$ cat config.mk
export PLATFORM = sky130hd
export DESIGN_NAME = control_multiciclo
export DESIGN_NICKNAME = d
export VERILOG_FILES = /design/src/rtl/control_pkg.sv /design/src/rtl/alu_decoder.sv /design/src/rtl/control_multiciclo.sv
export SDC_FILE = /design/constraint.sdc
export NUM_CORES = 1
export LEC_CHECK = 0
export CAP_MARGIN = 30
export CORE_MARGIN = 3
export CORE_UTILIZATION = 33
export DETAILED_ROUTE_END_ITERATION = 12
export PLACE_DENSITY = 0.69
export SETUP_SLACK_MARGIN = 0.2
export SYNTH_ARGS = -nofsm -noshare
export SYNTH_HDL_FRONTEND = slang
export SYNTH_SLANG_ARGS = --single-unit
$ cat constraint.sdc
create_clock -name CLK -period 1.8 [get_ports CLK]
set_input_delay 0.18 -clock CLK [delete_from_list [all_inputs] [get_ports CLK]]
set_output_delay 0.18 -clock CLK [all_outputs]
set_load 0.01 [all_outputs]
$ cat src/rtl/control_pkg.sv
// Shared encodings for the multicycle control unit: FSM states, ALU codes,
// opcodes, datapath mux selects and the registered control word.
package control_pkg;

  typedef enum logic [3:0] {
    S_START, S_FETCH, S_DECODE, S_EXEC_R, S_EXEC_I, S_EXEC_LUI, S_EXEC_AUIPC,
    S_ALU_WB, S_MEM_ADDR, S_MEM_RD, S_MEM_WB, S_MEM_WR, S_BRANCH, S_TRAP
  } state_t;

  localparam logic [3:0] ALU_ADD    = 4'b0000;
  localparam logic [3:0] ALU_SUB    = 4'b0111;
  localparam logic [3:0] ALU_EQ     = 4'b1111;
  localparam logic [3:0] ALU_SLT    = 4'b0100;
  localparam logic [3:0] ALU_SLTU   = 4'b1100;
  localparam logic [3:0] ALU_AND    = 4'b0010;
  localparam logic [3:0] ALU_OR     = 4'b0001;
  localparam logic [3:0] ALU_XOR    = 4'b1001;
  localparam logic [3:0] ALU_PASS_B = 4'b0110;
  localparam logic [3:0] ALU_SLL    = 4'b1000;
  localparam logic [3:0] ALU_SRL    = 4'b1010;
  localparam logic [3:0] ALU_SRA    = 4'b1110;

  localparam logic [6:0] OP_R     = 7'b0110011;
  localparam logic [6:0] OP_I     = 7'b0010011;
  localparam logic [6:0] OP_LW    = 7'b0000011;
  localparam logic [6:0] OP_SW    = 7'b0100011;
  localparam logic [6:0] OP_BR    = 7'b1100011;
  localparam logic [6:0] OP_LUI   = 7'b0110111;
  localparam logic [6:0] OP_AUIPC = 7'b0010111;

  localparam logic [1:0] SRCA_PC    = 2'b00;
  localparam logic [1:0] SRCA_OLDPC = 2'b01;
  localparam logic [1:0] SRCA_RS1   = 2'b10;
  localparam logic [1:0] SRCB_RS2   = 2'b00;
  localparam logic [1:0] SRCB_IMM   = 2'b01;
  localparam logic [1:0] SRCB_FOUR  = 2'b10;
  localparam logic [1:0] IMM_I      = 2'b00;
  localparam logic [1:0] IMM_S      = 2'b01;
  localparam logic [1:0] IMM_B      = 2'b10;
  localparam logic [1:0] IMM_U      = 2'b11;
  localparam logic [1:0] RES_ALUOUT = 2'b00;
  localparam logic [1:0] RES_MDR    = 2'b01;
  localparam logic [1:0] RES_ALU    = 2'b10;

  typedef struct packed {
    logic [3:0] alu_control;
    logic [1:0] alu_src_a;
    logic [1:0] alu_src_b;
    logic [1:0] imm_sel;
    logic [1:0] result_src;
    logic       reg_write;
    logic       mem_read;
    logic       mem_write;
    logic       adr_src;
    logic       instr_done;
  } ctrl_t;

endpackage

$ cat src/rtl/alu_decoder.sv
// Maps funct3/funct7 of R-type and I-ALU instructions to an ALU code and
// flags funct7 patterns the core does not implement.
module alu_decoder
  import control_pkg::*;
(
  input  logic [2:0] funct3,
  input  logic [6:0] funct7,
  input  logic       is_rtype,
  output logic [3:0] alu_control,
  output logic       illegal
);

  logic f7_zero;
  logic f7_alt;

  assign f7_zero = (funct7 == 7'b0000000);
  assign f7_alt  = (funct7 == 7'b0100000);

  // For I-ALU ops other than shifts, funct7 is immediate data and is ignored.
  always_comb begin
    alu_control = ALU_ADD;
    illegal     = 1'b0;
    case (funct3)
      3'b000: begin
        if (is_rtype && f7_alt) alu_control = ALU_SUB;
        illegal = is_rtype && !f7_zero && !f7_alt;
      end
      3'b001: begin
        alu_control = ALU_SLL;
        illegal     = !f7_zero;
      end
      3'b010: begin
        alu_control = ALU_SLT;
        illegal     = is_rtype && !f7_zero;
      end
      3'b011: begin
        alu_control = ALU_SLTU;
        illegal     = is_rtype && !f7_zero;
      end
      3'b100: begin
        alu_control = ALU_XOR;
        illegal     = is_rtype && !f7_zero;
      end
      3'b101: begin
        alu_control = f7_alt ? ALU_SRA : ALU_SRL;
        illegal     = !f7_zero && !f7_alt;
      end
      3'b110: begin
        alu_control = ALU_OR;
        illegal     = is_rtype && !f7_zero;
      end
      default: begin
        alu_control = ALU_AND;
        illegal     = is_rtype && !f7_zero;
      end
    endcase
  end

endmodule

$ cat src/rtl/control_multiciclo.sv
// Multicycle RV32I-subset control FSM: registered Moore control word plus the
// few outputs gated live by MEM_READY and ZERO.
module control_multiciclo
  import control_pkg::*;
(
  input  logic        CLK,
  input  logic        RST_n,
  input  logic [31:0] INSTR,
  input  logic        ZERO,
  input  logic        MEM_READY,
  output logic [3:0]  ALU_CONTROL,
  output logic [1:0]  ALU_SRC_A,
  output logic [1:0]  ALU_SRC_B,
  output logic [1:0]  IMM_SEL,
  output logic [1:0]  RESULT_SRC,
  output logic        PC_WRITE,
  output logic        IR_WRITE,
  output logic        REG_WRITE,
  output logic        MEM_READ,
  output logic        MEM_WRITE,
  output logic        ADR_SRC,
  output logic        INSTR_DONE,
  output logic        ILLEGAL
);

  state_t     state, nxt;
  ctrl_t      ctrl, ctrl_nxt;
  logic       start_q;
  logic       illegal_q;
  logic [6:0] opcode;
  logic [2:0] funct3;
  logic [6:0] funct7;
  logic [3:0] dec_alu;
  logic       dec_illegal;
  logic       fetch_done;
  logic       instr_unused;

  assign opcode       = INSTR[6:0];
  assign funct3       = INSTR[14:12];
  assign funct7       = INSTR[31:25];
  assign instr_unused = ^{INSTR[24:15], INSTR[11:7]};

  alu_decoder u_alu_decoder (
    .funct3      (funct3),
    .funct7      (funct7),
    .is_rtype    (opcode == OP_R),
    .alu_control (dec_alu),
    .illegal     (dec_illegal)
  );

  // START holds one full cycle after reset release before the first FETCH.
  always_comb begin
    nxt = state;
    case (state)
      S_START:  if (start_q) nxt = S_FETCH;
      S_FETCH:  if (MEM_READY) nxt = S_DECODE;
      S_DECODE: begin
        case (opcode)
          OP_R:     nxt = dec_illegal ? S_TRAP : S_EXEC_R;
          OP_I:     nxt = dec_illegal ? S_TRAP : S_EXEC_I;
          OP_LW,
          OP_SW:    nxt = (funct3 == 3'b010) ? S_MEM_ADDR : S_TRAP;
          OP_BR:    nxt = (funct3[2:1] == 2'b00) ? S_BRANCH : S_TRAP;
          OP_LUI:   nxt = S_EXEC_LUI;
          OP_AUIPC: nxt = S_EXEC_AUIPC;
          default:  nxt = S_TRAP;
        endcase
      end
      S_EXEC_R, S_EXEC_I, S_EXEC_LUI, S_EXEC_AUIPC: nxt = S_ALU_WB;
      S_ALU_WB, S_MEM_WB, S_BRANCH:                 nxt = S_FETCH;
      S_MEM_ADDR: nxt = (opcode == OP_LW) ? S_MEM_RD : S_MEM_WR;
      S_MEM_RD:   if (MEM_READY) nxt = S_MEM_WB;
      S_MEM_WR:   if (MEM_READY) nxt = S_FETCH;
      S_TRAP:     nxt = S_TRAP;
      default:    nxt = S_START;
    endcase
  end

  // Control word for the state being entered, so it is registered with it.
  always_comb begin
    ctrl_nxt = '0;
    case (nxt)
      S_FETCH: begin
        ctrl_nxt.alu_src_a = SRCA_PC;
        ctrl_nxt.alu_src_b = SRCB_FOUR;
        ctrl_nxt.mem_read  = 1'b1;
      end
      S_DECODE: begin
        ctrl_nxt.alu_src_a = SRCA_OLDPC;
        ctrl_nxt.alu_src_b = SRCB_IMM;
        ctrl_nxt.imm_sel   = IMM_B;
      end
      S_EXEC_R: begin
        ctrl_nxt.alu_control = dec_alu;
        ctrl_nxt.alu_src_a   = SRCA_RS1;
        ctrl_nxt.alu_src_b   = SRCB_RS2;
      end
      S_EXEC_I: begin
        ctrl_nxt.alu_control = dec_alu;
        ctrl_nxt.alu_src_a   = SRCA_RS1;
        ctrl_nxt.alu_src_b   = SRCB_IMM;
        ctrl_nxt.imm_sel     = IMM_I;
      end
      S_EXEC_LUI: begin
        ctrl_nxt.alu_control = ALU_PASS_B;
        ctrl_nxt.alu_src_b   = SRCB_IMM;
        ctrl_nxt.imm_sel     = IMM_U;
      end
      S_EXEC_AUIPC: begin
        ctrl_nxt.alu_src_a = SRCA_OLDPC;
        ctrl_nxt.alu_src_b = SRCB_IMM;
        ctrl_nxt.imm_sel   = IMM_U;
      end
      S_ALU_WB: begin
        ctrl_nxt.reg_write  = 1'b1;
        ctrl_nxt.result_src = RES_ALUOUT;
        ctrl_nxt.instr_done = 1'b1;
      end
      S_MEM_ADDR: begin
        ctrl_nxt.alu_src_a = SRCA_RS1;
        ctrl_nxt.alu_src_b = SRCB_IMM;
        ctrl_nxt.imm_sel   = (opcode == OP_SW) ? IMM_S : IMM_I;
      end
      S_MEM_RD: begin
        ctrl_nxt.mem_read = 1'b1;
        ctrl_nxt.adr_src  = 1'b1;
      end
      S_MEM_WB: begin
        ctrl_nxt.reg_write  = 1'b1;
        ctrl_nxt.result_src = RES_MDR;
        ctrl_nxt.instr_done = 1'b1;
      end
      S_MEM_WR: begin
        ctrl_nxt.mem_write = 1'b1;
        ctrl_nxt.adr_src   = 1'b1;
      end
      S_BRANCH: begin
        ctrl_nxt.alu_control = funct3[0] ? ALU_EQ : ALU_SUB;
        ctrl_nxt.alu_src_a   = SRCA_RS1;
        ctrl_nxt.alu_src_b   = SRCB_RS2;
        ctrl_nxt.result_src  = RES_ALUOUT;
        ctrl_nxt.instr_done  = 1'b1;
      end
      default: ctrl_nxt = '0;
    endcase
  end

  always_ff @(posedge CLK or negedge RST_n) begin
    if (!RST_n) begin
      state     <= S_START;
      ctrl      <= '0;
      start_q   <= 1'b0;
      illegal_q <= 1'b0;
    end else begin
      state   <= nxt;
      ctrl    <= ctrl_nxt;
      start_q <= 1'b1;
      if (nxt == S_TRAP) illegal_q <= 1'b1;
    end
  end

  assign fetch_done  = (state == S_FETCH) && MEM_READY;

  assign ALU_CONTROL = ctrl.alu_control;
  assign ALU_SRC_A   = ctrl.alu_src_a;
  assign ALU_SRC_B   = ctrl.alu_src_b;
  assign IMM_SEL     = ctrl.imm_sel;
  assign RESULT_SRC  = fetch_done ? RES_ALU : ctrl.result_src;
  assign PC_WRITE    = fetch_done || ((state == S_BRANCH) && ZERO);
  assign IR_WRITE    = fetch_done;
  assign REG_WRITE   = ctrl.reg_write;
  assign MEM_READ    = ctrl.mem_read;
  assign MEM_WRITE   = ctrl.mem_write;
  assign ADR_SRC     = ctrl.adr_src;
  assign INSTR_DONE  = ctrl.instr_done || ((state == S_MEM_WR) && MEM_READY);
  assign ILLEGAL     = illegal_q;

endmodule

# Yosys cells after proc, flatten, opt, wreduce, memory -nomap -nowiden

Cells that the tools add are included.

Register bits: 23
Latch bits: 0
Bits in writable memories: 0
ROM bits: 0
Bits of input ports: 36
Output and inout port bits: 20
Logic and storage cells: 108
Memories: 0

Add/sub/neg operators: 0
Multipliers: 0
Div/mod/pow operators: 0
Magnitude comparators: 0
Eq/ne operators: 40
Shift-type cells: 0
Multiplexer cells: 28
Bitwise gates (word level): 0
Reduce and logical (&&, ||, !) cells: 27

Operators by type and width:

| operator           | count |
|---|---|
| $eq 4x4->1 const B | 12 |
| $pmux 4 s9         | 1 |
| $eq 4x3->1 const B | 8 |
| $eq 7x6->1 const B | 4 |
| $mux 4             | 7 |
| $pmux 4 s7         | 1 |
| $pmux 4 s6         | 1 |
| $eq 4x2->1 const B | 4 |
| $eq 7x5->1 const B | 2 |
| $reduce_or 2->1    | 7 |
| $pmux 4 s3         | 1 |
| $eq 3x3->1 const B | 3 |
| $mux 3             | 3 |
| $eq 4x1->1 const B | 2 |
| $mux 1             | 8 |
| $pmux 2 s2         | 2 |
| $reduce_or 4->1    | 2 |
| $eq 7x2->1 const B | 1 |
| $eq 7x7->1 const B | 1 |
| $logic_and 1x1->1  | 7 |
| $logic_not 7->1    | 1 |
| $eq 3x2->1 const B | 2 |
| $pmux 2 s3         | 1 |
| $reduce_or 3->1    | 2 |
| other kinds (9)    | 12 |

# Longest topological paths before layout

Word-level depth: 11
Gate-level depth with buffers: 9
Mapped depth without buffers: 7

# Modules after synthesis

A second synthesis with hierarchy kept.

Cells, all modules: 170
Area total of the unflattened synthesis: 1438.9 µm²

Modules (own cells, without submodules):

| module             | instances | cells an instance | area an instance (µm²) | seq. area each (µm²) |
|---|---|---|---|---|
| control_multiciclo | 1         | 152               | 1312.5                 | 550.5 |
| alu_decoder        | 1         | 18                | 126.4                  | 0.0 |

# Least setup slack after synthesis

No wires, ideal clock.

Kind: reg2reg
Start point: register state[2]
End point: register ctrl (netlist bit ALU_SRC_B[0])
Setup time: 0.082 ns
Data arrival time: 1.954 ns
Required time: 1.718 ns
Setup slack: -0.236 ns
Stages on the path, launching flop included: 8
Buffers on the path: 1
Period minus slack after synthesis: 2.036 ns
Cells stage by stage: dfrtp_1 buf_6 or4b_4 nor3_2 and2_1 a221oi_4 mux2_1 o22ai_1

RTL lines:

| element                | line                      | text |
|---|---|---|
| from (decl)            | control_multiciclo.sv:26  | `state_t state, nxt;` |
| from (signal assigned) | control_multiciclo.sv:155 | `state <= nxt;` |
| to (signal assigned)   | control_multiciclo.sv:156 | `ctrl <= ctrl_nxt;` |
| to (decl)              | control_multiciclo.sv:27  | `ctrl_t ctrl, ctrl_nxt;` |

==> results.py <==
metrics = {
    "outcome": {
        "outcome": "complete, but fails checks",
        "violations": "setup timing",
    },
    "synthesis": {
        "netlist.area_leader.share": 0.356,
        "synth_area_um2": 1550,
        "yosysMostFrequentCell": "dfrtp_1",
        "synth_ff_type": "dfrtp_1",
        "synth_area_leaders": "dfrtp_1 (36%), buf_4 (5.3%), buf_2 (2.9%)",
        "synthTopCellsByCount": "dfrtp_1 (22), buf_4 (11), nor2_1 (10)",
        "synth_edf_count": 0,
        "yosys.cell_types.count": 66,
        "yosys_warnings": 0,
        "ys_ff_latch": 22,
        "ys_seq_area_frac": 0.356,
        "syn-instance-count": 161,
        "syn_avg_cell_area_um2": 9.61,
        "synthesis.nets": 197,
        "synthArstFlopShare": 1.00,
        "synth_top_cell_by_area": "dfrtp_1",
    },
    "setup_path": {
        "ff2ff_path_depth": 8,
        "path_cells": "or4b_4, buf_6, nor4_4, a221oi_4, buf_4, buf_6, mux2_4, nor2_2",
        "crit_fanout": 4,
        "worst-path-stages": 8,
        "end_kind": "flop",
        "max_stage_delay_ns": 0.58,
        "crit_type": "flop to flop",
        "arrival_ns": 2.35,
        "start_kind": "flop",
        "path_buf_inv": 3,
        "cpLargestDelayFamily": "simple AND/OR/NAND/NOR gates",
        "slowest_stage": "or4b_4",
        "critPathMostFrequentCell": "buf_6",
        "required_ns": 2.01,
    },
    "clock_network": {
        "cts.reportedPaths.clkPinSlew_ns": 0.08,
        "numCtsBuffers": 3,
        "cts_tree": "built",
        "clock_latency_ns": 0.27,
        "root_buffer": "clkbuf_8",
        "cts-htree-levels": 1,
        "hold_buffers": 0,
        "cts_sinks": 22,
        "cts_buffer_depth": 2,
    },
    "route": {
        "viasPerCell": 5.15,
        "routed_wl_um": 4450,
        "vias": 1559,
        "ant_nets": 0,
        "wl_per_cell_um": 14.7,
        "drt-pass1-iter-count": 4,
        "drcViolationCount": 0,
        "drt_iter0_drc": 67,
    },
    "pwr": {
        "peakVddDrop_uv": 589,
        "powerDensity_nw_per_um2": 1610,
        "p_total_w": 0.00442,
        "power.leakage_nw": 1.19,
    },
    "final_layout": {
        "fillers": 380,
        "area_growth_pct": 77.6,
        "fin_util": 0.619,
        "nets": 288,
        "antenna_cells": 0,
        "drive_above_1_share": 0.514,
    },
    "grt": {
        "grt_pass1_vias": 1494,
        "grt_pass1_wl_um": 6640,
        "antenna_found_initial": 0,
        "grt_max_degree": 23,
        "grt.overflow.total": 0,
        "grtUsageTotal": 0.154,
    },
    "sta": {
        "drv_slew": 0,
        "fin_hold_ws_ns": 0.253,
        "hold_viol_final": 0,
        "finalSetupTns_ns": -3.68,
        "fin_skew_ns": 0.00291,
        "fin_crit_ns": 2.14,
        "fmax_mhz": 466,
        "rsz0062_at_grt": "true",
        "period_share": 1.19,
        "timing.final.ws_setup_ns": -0.344,
        "finalSetupViolCount": 18,
    },
    "floorplanning": {
        "ios": 56,
        "die_y_um": 74.5,
        "die_area_um2": 5550,
        "rows": 24,
        "core_um2": 4440,
        "floorplan.initialDensity": 0.348,
        "die_x_um": 74.5,
    },
    "placement": {
        "io_buffers": 40,
        "pre_cts_ws_ns": -0.600,
        "dp_hpwl_um": 2670,
        "place.gp.congestion": 0.767,
    },
    "hold_path": {
        "worstHoldPathType": "input pin to async pin",
    },
    "flow_run": {
        "drv_cap": 0,
    },
}
[placed cells by master, fill, tap and decap left out, types with 2 or more instances in the layout]
cell type / instances
o21ai_0: 4
o21ai_1: 2
clkbuf_8: 4
and2_4: 2
a21oi_1: 2
nor4b_2: 3
nor3_2: 3
nand2b_1: 2
buf_6: 24
inv_2: 2
a21oi_2: 2
mux2_4: 2
dlygate4sd2_1: 3
o21a_1: 4
buf_4: 45
a211oi_1: 2
dlymetal6s2s_1: 3
buf_2: 3
o32ai_2: 2
nor2b_1: 5
clkdlybuf4s50_1: 28
nor2_1: 10
o211ai_1: 2
inv_1: 2
nand3_1: 2
o31ai_2: 2
nor4_4: 3
nand4b_1: 2
nand2_4: 2
dfrtp_1: 21
nor3b_2: 2
nand3b_1: 2
nor3_4: 2
nand4_1: 3
nand2_1: 6
[where the power goes]
part | internal [W] | total, W | leakage [nW] | switching (W)
clock | 0.000195 | 0.000358 | 0.0288 | 0.000162
combinational | 0.00190 | 0.00333 | 0.886 | 0.00143
sequential | 0.000657 | 0.000737 | 0.278 | 0.0000798
[what timing repair did]
action	in CTS	in global routing
pin swaps	20	12
resized for setup	48	42
endpoints found under the setup margin	24	23
setup buffers	15	16
[area by class of cell]
type | instances | area (µm²) | share of cell area
Clock buffer | 4 | 55.1 | 0.0200
Multi-Input combinational cell | 112 | 1050 | 0.383
Inverter | 5 | 26.3 | 0.00956
Tap cell | 52 | 65.1 | 0.0237
Sequential cell | 22 | 552 | 0.201
Timing Repair Buffer | 108 | 997 | 0.363
[routing by layer]
layer  GRT usage  wire, µm  vias to the layer above
met5           0         0                        -
met4      0.0593       136                        0
met3      0.0203       141                       10
met2       0.263      2250                       45
met1       0.197      1920                      740
li1            -         -                      764
[registers in the layout, indices dropped and copies added (netlist names)]
signal       count
ALU_SRC_B        2
REG_WRITE        1
state            4
ADR_SRC          1
MEM_READ         1
MEM_WRITE        1
ALU_CONTROL      4
ILLEGAL          1
IMM_SEL          2
ALU_SRC_A        2
start_q          1
ctrl             2
[metrics by stage]
step	cell area (µm²)	std cells
3_5_place_dp	2180	268
3_3_place_gp	2180	268
4_1_cts	2460	287
6_report	2750	303
5_1_grt	2750	303
2_1_floorplan	1580	161
[final timing paths]
path | start | end | slack [ns]
max | state[0] | IMM_SEL[1] | -0.34
min reg2reg | ILLEGAL | ILLEGAL | 0.49
min in group CLK | ILLEGAL | ILLEGAL | 0.49
max reg2reg | state[0] | IMM_SEL[1] | -0.34
max in group asynchronous | RST_n | state[3] | 1.31
min | RST_n | ALU_SRC_B[0] | 0.25
[cell families after synthesis]
logic type,share of synthesized area
and+or+nand+nor,0.287
AOI/OAI and AO/OA,0.220
buffers and inverters,0.106
DFF,0.356
muxes,0.0234
xor gates and xnor gates,0.00566
other,0.00242
Note: power is estimated with default switching activity, not from simulation.
